File: src/rtl/fb_pkg.sv
// Shared framebuffer geometry and pixel-write types used by the write path.
package fb_pkg;

    localparam int FRAMEBUFFER_SIZE      = 19200;
    localparam int FRAMEBUFFER_ADDR_SIZE = 15;
    localparam int FB_ADDR_W             = FRAMEBUFFER_ADDR_SIZE + 1;
    localparam int FB_DATA_W             = 4;

    typedef logic [FB_ADDR_W-1:0] fb_addr_t;
    typedef logic [FB_DATA_W-1:0] fb_pixel_t;

    typedef struct packed {
        fb_addr_t  addr;
        fb_pixel_t data;
        logic      en;
    } fb_write_t;

endpackage

File: src/rtl/framebuffer_write_arbiter_rr_pick2.sv
// Combinational two-slot round-robin picker; slot B must target a different address than slot A.
// Zero latency; no state, the caller owns the pointer and the handshake.
module rr_pick2
    import fb_pkg::*;
#(
    parameter int N_REQ  = 4,
    parameter int ADDR_W = FB_ADDR_W,
    parameter int IDX_W  = 2
) (
    input  logic [N_REQ-1:0]             valid_i,
    input  logic [N_REQ-1:0][ADDR_W-1:0] addr_i,
    input  logic [IDX_W-1:0]             ptr_i,
    output logic                         vld_a_o,
    output logic                         vld_b_o,
    output logic [IDX_W-1:0]             idx_a_o,
    output logic [IDX_W-1:0]             idx_b_o,
    output logic [N_REQ-1:0]             gnt_a_o,
    output logic [N_REQ-1:0]             gnt_b_o,
    output logic [N_REQ-1:0]             skip_o
);

    logic [IDX_W:0]   pos;
    logic [IDX_W-1:0] idx;

    always_comb begin
        vld_a_o = 1'b0;
        vld_b_o = 1'b0;
        idx_a_o = '0;
        idx_b_o = '0;
        skip_o  = '0;
        pos     = '0;
        idx     = '0;
        for (int k = 0; k < N_REQ; k++) begin
            pos = {1'b0, ptr_i} + (IDX_W+1)'(k);
            if (pos >= (IDX_W+1)'(N_REQ)) begin
                pos = pos - (IDX_W+1)'(N_REQ);
            end
            idx = pos[IDX_W-1:0];
            if (valid_i[idx]) begin
                if (!vld_a_o) begin
                    vld_a_o = 1'b1;
                    idx_a_o = idx;
                end else if (!vld_b_o) begin
                    // Same-address requesters wait so the two ports never collide.
                    if (addr_i[idx] != addr_i[idx_a_o]) begin
                        vld_b_o = 1'b1;
                        idx_b_o = idx;
                    end else begin
                        skip_o[idx] = 1'b1;
                    end
                end
            end
        end
        gnt_a_o = vld_a_o ? (N_REQ'(1) << idx_a_o) : '0;
        gnt_b_o = vld_b_o ? (N_REQ'(1) << idx_b_o) : '0;
    end

endmodule

File: src/rtl/framebuffer_write_arbiter.sv
// Shares the two framebuffer write ports among N_REQ pixel producers, two grants per cycle round-robin.
// One registered stage to the ports; ready is combinational and held low during reset or buffer clear.
module framebuffer_write_arbiter
    import fb_pkg::*;
#(
    parameter int N_REQ  = 4,
    parameter int ADDR_W = FB_ADDR_W,
    parameter int DATA_W = FB_DATA_W,
    parameter int CNT_W  = 16
) (
    input  logic                         clock,
    input  logic                         reset,
    input  logic [N_REQ-1:0]             req_valid,
    input  logic [N_REQ-1:0][ADDR_W-1:0] req_addr,
    input  logic [N_REQ-1:0][DATA_W-1:0] req_data,
    output logic [N_REQ-1:0]             req_ready,
    input  logic                         fb_resetting,
    output logic [ADDR_W-1:0]            addr_wr1,
    output logic [DATA_W-1:0]            data_wr1,
    output logic                         wr1_en,
    output logic [ADDR_W-1:0]            addr_wr2,
    output logic [DATA_W-1:0]            data_wr2,
    output logic                         wr2_en,
    output logic [CNT_W-1:0]             drop_count,
    output logic                         busy
);

    localparam int                IDX_W    = $clog2(N_REQ);
    localparam logic [ADDR_W-1:0] FB_LIMIT = ADDR_W'(FRAMEBUFFER_SIZE);

    typedef struct packed {
        logic [ADDR_W-1:0] addr;
        logic [DATA_W-1:0] data;
        logic              en;
    } port_t;

    port_t            port1_q, port1_d, port2_q, port2_d;
    logic [CNT_W-1:0] drop_q, drop_d;
    logic [CNT_W:0]   drop_sum;
    logic [1:0]       drop_inc;
    logic [IDX_W-1:0] rr_ptr_q, rr_ptr_d;
    logic             busy_q;

    logic             vld_a, vld_b;
    logic [IDX_W-1:0] idx_a, idx_b;
    logic [N_REQ-1:0] gnt_a, gnt_b, skip;
    logic             grant_ok, fire_a, fire_b, in_rng_a, in_rng_b;

    rr_pick2 #(
        .N_REQ (N_REQ),
        .ADDR_W(ADDR_W),
        .IDX_W (IDX_W)
    ) u_pick (
        .valid_i(req_valid),
        .addr_i (req_addr),
        .ptr_i  (rr_ptr_q),
        .vld_a_o(vld_a),
        .vld_b_o(vld_b),
        .idx_a_o(idx_a),
        .idx_b_o(idx_b),
        .gnt_a_o(gnt_a),
        .gnt_b_o(gnt_b),
        .skip_o (skip)
    );

    assign grant_ok  = reset && !fb_resetting;
    assign fire_a    = vld_a && grant_ok;
    assign fire_b    = vld_b && grant_ok;
    assign req_ready = grant_ok ? ((gnt_a | gnt_b) & ~skip) : '0;
    assign in_rng_a  = req_addr[idx_a] < FB_LIMIT;
    assign in_rng_b  = req_addr[idx_b] < FB_LIMIT;

    always_comb begin
        port1_d    = port1_q;
        port2_d    = port2_q;
        port1_d.en = 1'b0;
        port2_d.en = 1'b0;
        if (fire_a) begin
            port1_d.addr = req_addr[idx_a];
            port1_d.data = req_data[idx_a];
            port1_d.en   = in_rng_a;
        end
        if (fire_b) begin
            port2_d.addr = req_addr[idx_b];
            port2_d.data = req_data[idx_b];
            port2_d.en   = in_rng_b;
        end

        drop_inc = 2'(fire_a && !in_rng_a) + 2'(fire_b && !in_rng_b);
        drop_sum = {1'b0, drop_q} + (CNT_W+1)'(drop_inc);
        drop_d   = drop_sum[CNT_W] ? '1 : drop_sum[CNT_W-1:0];

        // Resume just after the last requester served, which is slot B when present.
        rr_ptr_d = rr_ptr_q;
        if (fire_b) begin
            rr_ptr_d = (idx_b == IDX_W'(N_REQ-1)) ? '0 : idx_b + IDX_W'(1);
        end else if (fire_a) begin
            rr_ptr_d = (idx_a == IDX_W'(N_REQ-1)) ? '0 : idx_a + IDX_W'(1);
        end
    end

    always_ff @(posedge clock or negedge reset) begin
        if (!reset) begin
            port1_q  <= '0;
            port2_q  <= '0;
            drop_q   <= '0;
            rr_ptr_q <= '0;
            busy_q   <= 1'b0;
        end else begin
            port1_q  <= port1_d;
            port2_q  <= port2_d;
            drop_q   <= drop_d;
            rr_ptr_q <= rr_ptr_d;
            busy_q   <= port1_d.en | port2_d.en;
        end
    end

    assign addr_wr1   = port1_q.addr;
    assign data_wr1   = port1_q.data;
    assign wr1_en     = port1_q.en;
    assign addr_wr2   = port2_q.addr;
    assign data_wr2   = port2_q.data;
    assign wr2_en     = port2_q.en;
    assign drop_count = drop_q;
    assign busy       = busy_q;

endmodule

File: config.mk
export PLATFORM = sky130hd
export DESIGN_NAME = framebuffer_write_arbiter
export DESIGN_NICKNAME = d
export VERILOG_FILES = /design/src/rtl/fb_pkg.sv /design/src/rtl/framebuffer_write_arbiter_rr_pick2.sv /design/src/rtl/framebuffer_write_arbiter.sv
export SDC_FILE = /design/constraint.sdc
export NUM_CORES = 1
export LEC_CHECK = 0
export ABC_AREA = 1
export CAP_MARGIN = 25
export CORE_ASPECT_RATIO = 1.4
export CORE_MARGIN = 5
export CORE_UTILIZATION = 40
export CTS_BUF_LIST = sky130_fd_sc_hd__clkbuf_16
export DETAILED_ROUTE_END_ITERATION = 6
export PLACE_DENSITY = 0.69
export SLEW_MARGIN = 20
export SYNTH_ARGS = -nofsm -noshare
export SYNTH_HDL_FRONTEND = slang
export SYNTH_SLANG_ARGS = --single-unit
File: constraint.sdc
create_clock -name clock -period 18.4 [get_ports clock]
set_input_delay 4.6 -clock clock [delete_from_list [all_inputs] [get_ports clock]]
set_output_delay 4.6 -clock clock [all_outputs]
set_load 0.02 [all_outputs]
-- Word-level counts from Yosys, hierarchy flattened
Cells that the tools add are included.
Widths: inputs -> output; s select.
- add/sub/neg operators: 11
- magnitude comparators: 18
- bitwise gates (word level): 6
- muxes and demuxes: 92
- equality and inequality tests: 5
- shifts and indexed selects: 2
- reduce and logical (&&, ||, !) cells: 12
- operators by type and width (cell ; count):
    $bmux 16 s2 ; 8
    $mux 16 ; 9
    $mux 4 ; 16
    $mux 2 ; 26
    $ne 16x16->1 ; 3
    $lt 16x15->1 const B ; 2
    $lt 2x3->1 const B ; 9
    $mux 1 ; 24
    $add 16x2->17 ; 1
    $bmux 4 s2 ; 2
    $or 4x4->4 ; 3
    $ge 3x3->1 const B ; 3
    $bmux 1 s2 ; 4
    $logic_and 1x1->1 ; 8
    $shl 1x2->4 const A ; 2
    $sub 2x1->2 const B ; 4
    $add 2x2->3 const B ; 2
    $demux 1 s2 ; 3
    $ge 2x1->1 const B ; 3
    $add 2x1->2 const B ; 2
    $and 4x4->4 ; 1
    $eq 2x2->1 const B ; 2
    $not 4->4 ; 1
    $add 2x1->3 const B ; 1
    other kinds (5) ; 7
- word-level logic and storage cells: 155
- output and inout port bits: 63
- register bits after elaboration: 61
- bits of input ports: 87

-- Longest topological paths before layout
- depth in word-level cells: 27
- gate-level depth with buffers: 43
- gate-level depth less buffers: 40

-- Modules after synthesis
Synthesis repeated with hierarchy kept, for this count alone.
- cell total of the unflattened synthesis: 1641
- area total of the unflattened synthesis: 8928.6 um2
- by module, submodules not included (module ; times used ; cells each ; area an instance (um2) ; sequential area each (um2)):
    rr_pick2 ; 1 ; 1056 ; 4996.0 ; 0.0
    framebuffer_write_arbiter ; 1 ; 585 ; 3932.5 ; 1526.5

-- Worst setup path after synthesis
No wires, ideal clock.
- kind: input to output
- from: input req_valid[3]
- to: output req_ready[3]
- arrival time: 8203 ps
- stages on the path: 25
- data required time: 13800 ps
- path slack: 5597 ps
- buffers on the path: 4
- path through: inv_1 > nand2_1 > nand3_4 > nand2_2 > ha_1 > buf_2 > clkbuf_1 > o21ai_0 > nand2_1 > o21ai_0 > xor2_1 > nor2_1 > nand3b_1 > nor2_1 > nand2_1 > nand2_1 > inv_1 > a21oi_4 > nand4_1 > nand2_1 > buf_4 > buf_2 > ha_1 > a22oi_1 > nor4_1
- cells in the longest elaborated chain, start to end: 22
- elaborated cells on any way between the ends: 71
- classes of those cells: 3 x eq/ne; 2 x shift; 61 x mux; 5 x bitwise
- RTL lines (item ; line ; source):
    start: declaration ; framebuffer_write_arbiter.sv:13 ; input logic [N_REQ-1:0] req_valid,
    $bmux 1 s2 ; framebuffer_write_arbiter_rr_pick2.sv:39 ; if (valid_i[idx]) begin
    $mux 1 (not written as such) ; framebuffer_write_arbiter_rr_pick2.sv:39 ;
    $mux 2 ; framebuffer_write_arbiter_rr_pick2.sv:39 ;
    $bmux 16 s2 ; framebuffer_write_arbiter_rr_pick2.sv:45 ; if (addr_i[idx] != addr_i[idx_a_o]) begin
    $mux 16 (not written as such) ; framebuffer_write_arbiter_rr_pick2.sv:45 ;
    $ne 16x16->1 ; framebuffer_write_arbiter_rr_pick2.sv:45 ;
    $mux 2 / $mux 4 (equally long branches) ; framebuffer_write_arbiter_rr_pick2.sv:45 ;
    $mux 2 / $mux 4 (equally long branches) ; framebuffer_write_arbiter_rr_pick2.sv:40 ; if (!vld_a_o) begin
    [... 6 more ...] ; n/a ;
    $mux 2 / $or 4x4->4 (equally long branches) ; n/a ;
    $mux 2 / $mux 4 (equally long branches) ; framebuffer_write_arbiter_rr_pick2.sv:40, framebuffer_write_arbiter_rr_pick2.sv:45 ;
    $mux 2 / $mux 4 (equally long branches) ; framebuffer_write_arbiter_rr_pick2.sv:39, framebuffer_write_arbiter_rr_pick2.sv:43 ;
    $shl 1x2->4 / $mux 4 (equally long branches) ; framebuffer_write_arbiter_rr_pick2.sv:55, framebuffer_write_arbiter_rr_pick2.sv:40 ;
    $mux 4 (on tied branches) ; framebuffer_write_arbiter_rr_pick2.sv:55, framebuffer_write_arbiter_rr_pick2.sv:39 ;
    $or 4x4->4 / $not 4->4 (equally long branches) ; framebuffer_write_arbiter.sv:69 ; assign req_ready = grant_ok ? ((gnt_a | gnt_b) & ~skip) : '0;
    $and 4x4->4 (*) ; framebuffer_write_arbiter.sv:69 ;
    $mux 4 (*) ; framebuffer_write_arbiter.sv:69 ;
    end: declaration ; framebuffer_write_arbiter.sv:16 ; output logic [N_REQ-1:0] req_ready,
Mark *: on every way between the ends. The rest lies on a longest branch, timed or not. The select of a mux whose other input is x is not followed.

-- Final worst setup path
- from: input req_valid[3]
- to: output req_ready[1]
The elaborated chain is that of the path after synthesis.

==> summary by stage <==
Layout
The growth of design area from synthesis to finish is 20.8%. The fraction of layout cells with a size suffix above 1 is 5.68%. The number of standard cells in the final layout excluding fillers is 1,917. The number of nets in the final layout is 1,722. The count of antenna diodes in the layout is 0.

Timing
Between clock sinks in the finished design, the worst skew comes to 0.00672 ns. Derived from the worst setup path, the maximum achievable clock frequency is 0.0673 GHz. Setup violations remaining at the end of the flow were counted as 0. The final count of hold timing violations came to 0.

Headroom to the max-slew limit came out at 33.6%. The final-report max-slew violation count was 0. Setup total negative slack on the finished layout was measured at 0 ns.

Setup repair after global routing left no endpoint under its margin. The worst path needs 14.85 ns of the cycle, external delays included. Of the available clock period, the critical path in the final layout requires 80.7%.

The pin slew with the least headroom to its limit is 0.995 ns.

Global route
The global-route wire length before repair is 52.6 mm. The number of antenna violations at the first check in global routing came to 0. For this run the aggregate overflow at the end of global routing stands at 0.

The via count of the first global-routing pass is 9,511. The maximum number of pins on one net before global-route repair is 98. The combined global-route utilization of all metal layers is 26.3%.

Placed design
The detailed placement HPWL is 25.3 mm. The placed instance count is 1,898. During placement, the flow inserted port buffers numbering 149. The last weighted congestion value of the routability-driven placer is 0.958.

Logic synthesis
Counting flops and latches in the post-synthesis netlist gives 61. The post-synth net total is 1,638. Summing every instance area after synthesis gives 8740 sq um. The mean cell area of the mapped netlist is 5.71 sq um. After synthesis, flip-flops and latches occupy 17.5% of the total area.

After technology mapping, the gate count stands at 1,531. The number of warnings printed during yosys synthesis is 0. After synthesis, the netlist uses 48 different library cells.

Setup path
The critical path ends at req_ready[1]. Counting cells, the worst reg-to-reg path comes to 37. At the worst endpoint, the required time is 13.80 ns. The startpoint identified for the worst register-to-register timing path is rr_ptr_q[1]. The critical path is of the in2out type. The capture point of the worst reg-to-reg path is drop_count[12]. The launching instance or port of the critical path is req_valid[3]. For flop-to-flop paths, the worst setup slack is 10.16 ns. The worst path arrival time is 10.25 ns. Along the worst path, the maximum fanout reaches 43.

The worst setup path is captured at an output pin. The kind of start point of the critical path is a primary input.

Route
The final route contains 10,606 vias. After detailed routing, the number of remaining DRC violations is 0. The count of antenna-violating nets left after detailed routing is 0. The first routing iteration left 1,090 violations. The number of detailed-routing iterations run before antenna repair is 6.

After detailed routing, the average wire length per cell comes to 17.7 microns. The number of vias per cell after detailed routing is 5.53. The final wirelength is 34.0 mm.

Clocking
The number of hold buffers added after CTS was 0. Clock tree synthesis inserted a total of 9 buffers. At the later pin of the worst-skew pair, clock insertion delay measures 0.32 ns.

The tree is rooted in a clkbuf_16. In this run the post-CTS setup repair buffer count came out at 0. The H-tree level count is 3.

The post-cts sizing count is 0. The clock net in this run drives a total of 61 sinks. The maximum buffer depth of the clock tree is 2. After clock tree synthesis, the clock-pin slew on the worst setup and hold paths is 0.05 ns. TritonCTS built the clock tree.

Min path
The worst hold path class is reg2reg.

Floorplan
The floorplan die area is 25,000 sq um. The die is 135 microns wide. Measured along the y axis, the die boundary spans 185 microns.

For this configuration, the core starts out at a cell density of 40.3%. The core region is 21,700 sq um. The number of ports placed on the die boundary is 150.

The floorplan has 64 rows.

Outcome
The run finished with clean final reports.

Flow run
The number of max-cap violations is 0.
## layout make-up
type | instances | area [sq um]
fillers | 2300 | 11100
multi-input cells | 1224 | 6130
repair buffers | 163 | 1630
flip-flops and latches | 61 | 1530
inverters | 156 | 588
well taps | 297 | 372
clock buffers | 9 | 225
clock inverters | 7 | 82.6
## sequential cells by signal, summed over array words and instances, names as in the netlist
name        flops
data_wr2        4
addr_wr2       16
addr_wr1       16
wr1_en          1
busy            1
wr2_en          1
rr_ptr_q        2
drop_count     16
data_wr1        4
## cells in the final DEF, fill, tap and decap left out, drive strengths merged
| cell | Yosys | routed |
|---|---|---|
| a211oi | 1 | 1 |
| a21boi | 1 | 1 |
| a21o | 1 | 1 |
| a21oi | 48 | 48 |
| a22oi | 9 | 9 |
| a31oi | 28 | 28 |
| a32oi | 11 | 11 |
| buf | 59 | 15 |
| bufinv | 0 | 2 |
| clkbuf | 31 | 9 |
| clkdlybuf4s50 | 0 | 148 |
| clkinv | 1 | 4 |
| dfrtp | 61 | 61 |
| fa | 1 | 1 |
| ha | 19 | 19 |
| inv | 155 | 157 |
| nand2 | 566 | 566 |
| nand3 | 193 | 193 |
| nand3b | 8 | 8 |
| nand4 | 16 | 16 |
| nor2 | 78 | 78 |
| nor3 | 2 | 2 |
| nor3b | 1 | 1 |
| nor4 | 6 | 6 |
| o211ai | 45 | 45 |
| o21a | 13 | 13 |
| o21ai | 136 | 136 |
| o221ai | 1 | 1 |
| o22ai | 1 | 1 |
| o32ai | 1 | 1 |
| or2 | 14 | 14 |
| xnor2 | 5 | 5 |
| xor2 | 19 | 19 |
## cell usage after synthesis (all sizes together)
library cell | instances | area (sq um)
nor4 | 6 | 37.5
xnor2 | 5 | 43.8
or2 | 14 | 87.6
dfrtp | 61 | 1530
clkinv | 1 | 3.75
clkbuf | 31 | 116
a31oi | 28 | 175
o221ai | 1 | 8.76
o21a | 13 | 97.6
xor2 | 19 | 166
fa | 1 | 20.0
a21boi | 1 | 11.3
a21o | 1 | 7.51
nand3 | 193 | 1020
inv | 155 | 584
ha | 19 | 238
a22oi | 9 | 67.6
nor3b | 1 | 7.51
o22ai | 1 | 6.26
nor2 | 78 | 323
nand3b | 8 | 60.1
nand2 | 566 | 2220
o32ai | 1 | 8.76
buf | 59 | 403
o211ai | 45 | 338
nor3 | 2 | 10.0
a211oi | 1 | 7.51
a32oi | 11 | 96.3
o21ai | 136 | 696
nand4 | 16 | 100
a21oi | 48 | 255
## worst min path at each step
| stage | from | endpoint | slack (ns) | cells past startpoint |
|---|---|---|---|---|
| final | addr_wr1[12] | addr_wr1[12] | 0.48 | 2 |
| after global routing | addr_wr1[12] | addr_wr1[12] | 0.51 | 2 |
| after CTS | addr_wr1[12] | addr_wr1[12] | 0.49 | 2 |
| after detailed placement | addr_wr1[12] | addr_wr1[12] | 0.48 | 2 |
| after global placement | addr_wr2[13] | addr_wr2[13] | 0.48 | 2 |
| after floorplan | addr_wr1[14] | addr_wr1[14] | 0.59 | 2 |
## critical path, cell delays in order
cell and delay (ns):
clkdlybuf4s50_1 0.47, inv_1 0.05, nand2_1 0.11, nand3_4 0.19
nand2_2 0.18, ha_1 0.33, inv_1 0.12, nand2_4 0.18
nand2_8 0.21, nand2_4 0.19, nand2_2 0.51, nand2_1 0.20
nand3_1 0.13, nand2_1 0.10, nand2_1 0.05, nand2_1 0.06
nor2_1 0.06, nand2_1 0.11, nor2_2 0.05, nand2_2 0.10
nand2_2 0.07, nand2_4 0.19, nand2_4 0.29, inv_2 0.48
ha_1 0.23, a22oi_1 0.06, nor4_1 0.20, clkdlybuf4s50_1 0.66
## stage by stage
stage,instance area [sq um],worst slack (ns),utilization [%],hold slack (ns)
2_1_floorplan,8740,5.60,-,0.591
3_3_place_gp,10200,3.36,46.9,0.479
3_5_place_dp,10200,3.28,46.9,0.478
4_1_cts,10500,3.28,48.4,0.491
5_1_grt,10600,3.14,48.7,0.507
6_report,10600,3.55,48.7,0.485
## layer usage
metal	track usage, %	part of all wire [%]
met1	35.8	42
met2	43.3	47
met3	3.15	8.6
met4	8.91	3.0
met5	0	0
## kinds of logic (layout without fill, tap and decap cells)
group,Yosys count,in the layout,synth area share (%)
AND/OR/NAND/NOR,884,884,44.2
AO/OA/AOI/OAI,296,296,20.3
buffers and inverters,246,335,12.7
flip-flops,61,61,17.5
XOR/XNOR,24,24,2.40
adder cells (fa/ha/maj),20,20,2.95
Power is left out: the tool's default activity adds up to more than one toggle a clock period on the data nets, which glitch-free logic cannot reach.
